### src/rtl/instruction_queue_pkg.sv
// Shared processor constants used by the fetch/decode front end.
package instruction_queue_pkg;

  // Native instruction word width of the processor.
  localparam int INSTR_W = 16;

  // Pointer width needed to index a buffer of the given depth (never below 1 bit).
  function automatic int ptr_width(input int depth);
    return (depth > 1) ? $clog2(depth) : 1;
  endfunction

endpackage

### src/rtl/instruction_queue.sv
// In-order instruction holding buffer between fetch and decode.
// Fetch pushes with load/ins_ready, decode pops with out_valid/take.
// A flush drops every buffered word; reset also clears the storage array.
module instruction_queue
  import instruction_queue_pkg::*;
#(
  parameter int WIDTH = INSTR_W,
  parameter int DEPTH = 4,
  parameter int PTR_W = ptr_width(DEPTH)
) (
  input  logic             clk,
  input  logic             reset,
  input  logic [WIDTH-1:0] ins,
  input  logic             load,
  output logic             ins_ready,
  input  logic             flush,
  output logic [WIDTH-1:0] out,
  output logic             out_valid,
  input  logic             take,
  output logic [PTR_W:0]   count
);

  localparam logic [PTR_W:0] FULL_COUNT = (PTR_W + 1)'(DEPTH);

  logic [WIDTH-1:0] r_mem [DEPTH];
  logic [PTR_W-1:0] r_wr_ptr;
  logic [PTR_W-1:0] r_rd_ptr;
  logic [PTR_W:0]   r_count;

  logic w_full;
  logic w_empty;
  logic w_push;
  logic w_pop;

  // Handshake flags come from the registered count only, so there is no
  // combinational path from load/take to ins_ready/out_valid.
  assign w_full    = (r_count == FULL_COUNT);
  assign w_empty   = (r_count == '0);
  assign ins_ready = !w_full;
  assign out_valid = !w_empty;

  // A load while full and a take while empty are simply ignored.
  assign w_push = load && !w_full;
  assign w_pop  = take && !w_empty;

  // Storage write port; reset wipes every entry, flush leaves contents alone.
  always_ff @(posedge clk) begin
    if (reset) begin
      // NOTE: this array is reset explicitly because zeroed storage is part of
      // the reset contract; a plain data RAM would normally skip this.
      for (int i = 0; i < DEPTH; i++) begin
        r_mem[i] <= '0;
      end
    end else if (w_push && !flush) begin
      // NOTE: non-blocking assignments keep every register sampling the
      // pre-edge values, so read and write in one cycle never race.
      r_mem[r_wr_ptr] <= ins;
    end
  end

  // Pointer and occupancy tracking; reset and flush both empty the queue.
  always_ff @(posedge clk) begin
    if (reset || flush) begin
      r_wr_ptr <= '0;
      r_rd_ptr <= '0;
      r_count  <= '0;
    end else begin
      if (w_push) begin
        r_wr_ptr <= r_wr_ptr + PTR_W'(1);
      end
      if (w_pop) begin
        r_rd_ptr <= r_rd_ptr + PTR_W'(1);
      end
      case ({w_push, w_pop})
        2'b10:   r_count <= r_count + (PTR_W + 1)'(1);
        2'b01:   r_count <= r_count - (PTR_W + 1)'(1);
        default: r_count <= r_count;
      endcase
    end
  end

  // Oldest word is a mux of registered state, forced to zero when empty.
  assign out   = out_valid ? r_mem[r_rd_ptr] : '0;
  assign count = r_count;

endmodule

### config.mk
export PLATFORM = sky130hd
export DESIGN_NAME = instruction_queue
export DESIGN_NICKNAME = d
export VERILOG_FILES = /design/src/rtl/instruction_queue_pkg.sv /design/src/rtl/instruction_queue.sv
export SDC_FILE = /design/constraint.sdc
export NUM_CORES = 1
export LEC_CHECK = 0
export CAP_MARGIN = 20
export CORE_ASPECT_RATIO = 0.75
export CORE_MARGIN = 2
export CORE_UTILIZATION = 40
export DETAILED_ROUTE_END_ITERATION = 7
export PLACE_DENSITY = 0.68
export SLEW_MARGIN = 20
export SYNTH_ARGS = -nofsm -noshare
export SYNTH_HDL_FRONTEND = slang
export SYNTH_SLANG_ARGS = --single-unit
### constraint.sdc
create_clock -name clk -period 5.3 [get_ports clk]
set_input_delay 1.06 -clock clk [delete_from_list [all_inputs] [get_ports clk]]
set_output_delay 1.06 -clock clk [all_outputs]
set_load 0.01 [all_outputs]
==> results.tsv <==
metric	value	unit
status	finished, final reports clean	
WL/cell	16.8	µm
GRT overflow	0	
Yosys warnings	0	
CTS clk-pin slew, worst paths	50	ps
commonest non-fill, non-tap cell in the layout	edfxtp_1	
Initial DRT Pass Iterations	4	
GRT Resource Usage Total	15.3	%
CP Launch Type	register	
Worst setup endpoint	out[1]	
GPL Wtd Cong	0.762	
Clock Sinks	73	
dpl hpwl	4150	µm
Vias/cell	4.88	
Register-to-Register Path Depth	9	
Layout area overhead	23.9	%
power density cells	319	nW/µm²
first-pass GRT wire length	10100	µm
die height	83.8	µm
antenna-violating nets left	0	
worst setup slack after layout	1940	ps
FF+latch count, synth	73	
vias in the first global route	1861	
ranking of synthesized cells by area	edfxtp_1 (57%), mux4_2 (11%), and2_1 (8.8%)	
Post-CTS Setup Repair Bufs	0	
sequential share of the synthesized area	61.9	%
GR met2 Demand/Resource	23.8	%
worst r2r src	count[2]$_SDFFE_PP0P_	
WP data arrival	2300	ps
htree depth	3	
Non-Filler Instances	384	
CP max-delay cell	dfxtp_2	
hold_buf cts	0	
Slew headroom	42.6	%
library cells used by synthesis	32	
Pins Over Slew Limit	0	
Fill cells	747	
RSZ-0062 raised after global routing	false	
Crit. End Element	output port	
CTS max path bufs	2	
reg2reg end	count[2]$_SDFFE_PP0P_	
Syn Area/Cell	14.9	µm²
most frequent cells in the layout	edfxtp_1 (64), and2_1 (48), clkdlybuf4s50_1 (41)	
Hold Crit Class	reg -> reg	
clock skew	4.62	ps
post-synth top area share	56.6	%
Max Freq	298	MHz
post-cts resize count	0	
Worst-Skew Late Latency	320	ps
layout cells sized above 1	22.8	%
Most Crowded Layer GR	met2	
TNS Setup	0	ps
r2r setup slk	2650	ps
Inst Count DP	368	
pin count of the biggest net entering global routing	20	
Syn Inst Count	227	
Starting DRT DRC Count	96	
pre-CTS WS	1590	ps
crit-path max cell delay	710	ps
vias	1873	
Worst Tran Pin Value	854	ps
core area	8350	µm²
WP data required	4240	ps
Die X	110	µm
# DRC	0	
Crit Path Max Fanout	16	
PortBufs	41	
die area	9240	µm²
routing usage on met3	4.92	%
I/O pins	42	
NumNets Final	294	
fin area	4200	µm²
root buffer cell	clkbuf_16	
Antenna Cells	0	
met1 Usage GRT	20.8	%
leakage power	0.00152	µW
CTS Buf Count	9	
final setup fails	0	
clock period minus worst slack	3360	ps
Synth area leader	edfxtp_1	
period utilization	63.3	%
maxcap violations	0	
Starting Density	40.7	%
DP Area	3920	µm²
Setup CP Type	reg -> out	
initial antenna violation count	0	
Mapped Area	3390	µm²
critical path, cell by cell	mux4_2, and2b_1, clkdlybuf4s50_1	
TritonCTS clock tree	done	
worst vdd ir	0.000195	V
Final Hold Fails	0	
Syn Nets	250	
Row Count	29	
Routed WL	6450	µm
## how the worst min path moves through the flow
| stage | cells after the start | startpoint | to |
|---|---|---|---|
| after floorplan | 2 | r_rd_ptr[1]$_SDFFE_PP0P_ | register |
| after global placement | 2 | r_rd_ptr[1]$_SDFFE_PP0P_ | r_rd_ptr[1]$_SDFFE_PP0P_ |
| after detailed placement | 2 | r_rd_ptr[1]$_SDFFE_PP0P_ | r_rd_ptr[1]$_SDFFE_PP0P_ |
| after CTS | 2 | r_rd_ptr[1]$_SDFFE_PP0P_ | r_rd_ptr[1]$_SDFFE_PP0P_ |
| after global routing | 2 | r_rd_ptr[1]$_SDFFE_PP0P_ | register |
| final | 2 | r_rd_ptr[1]$_SDFFE_PP0P_ | register |
## cells in the mapped netlist (all sizes together)
cell,instances
a21oi,5
and2,64
and2b,10
buf,5
clkbuf,5
dfxtp,9
edfxtp,64
fa,1
ha,1
inv,8
mux4,16
nand2,4
nor2,6
nor2b,6
nor3,1
nor3b,1
nor4,2
nor4b,1
o21ai,4
o31ai,1
o41ai,1
or2,4
or3,4
or3b,1
xor2,3
## final cells by class
| class | count | area [µm²] | area share, % |
|---|---|---|---|
| Timing Repair Buffer | 43 | 425 | 10.1 |
| Multi-Input combinational cell | 136 | 1220 | 29.1 |
| Tap cell | 108 | 135 | 3.22 |
| Inverter | 8 | 30.0 | 0.714 |
| Clock buffer | 10 | 229 | 5.45 |
| Sequential cell | 73 | 2100 | 50.0 |
| Clock inverter | 6 | 58.8 | 1.40 |
## power breakdown
| part | total (µW) | internal [µW] | switching (µW) |
|---|---|---|---|
| sequential | 661 | 650 | 11.4 |
| clock | 580 | 361 | 219 |
| combinational | 99.7 | 53.6 | 46.2 |
## sequential cells by signal, indices dropped and copies added, names as in the netlist, named ones only
signal    count
r_wr_ptr      2
count         3
r_mem        64
r_rd_ptr      2
## routing by layer
layer | part of all wire, % | vias to the layer above
met5 | 0 | -
met4 | 0.88 | 0
met3 | 4.4 | 6
met2 | 48 | 43
met1 | 47 | 919
li1 | - | 905
## critical path: cells and delay by family (launching register included)
kind	cells	cell delay (ps)
buf+inv	1	470
flops	1	710
simple gates	1	170
mux	1	620
## cell families after synthesis
group                    synth area share, %
buffers and inverters                   2.51
flip-flops                              61.9
multiplexers                            10.6
AND/OR/NAND/NOR                         21.4
adder cells (fa/ha/maj)                0.959
AO/OA/AOI/OAI                           1.81
XOR/XNOR                               0.774
## metrics by stage
stage	utilization [%]	hold WS [ps]	total power [µW]
2_1_floorplan	-	459	721
3_3_place_gp	46.9	478	772
3_5_place_dp	46.9	486	776
4_1_cts	50.4	493	1350
5_1_grt	50.4	532	1380
6_report	50.4	489	1340
(Power assumes the default switching activity.)
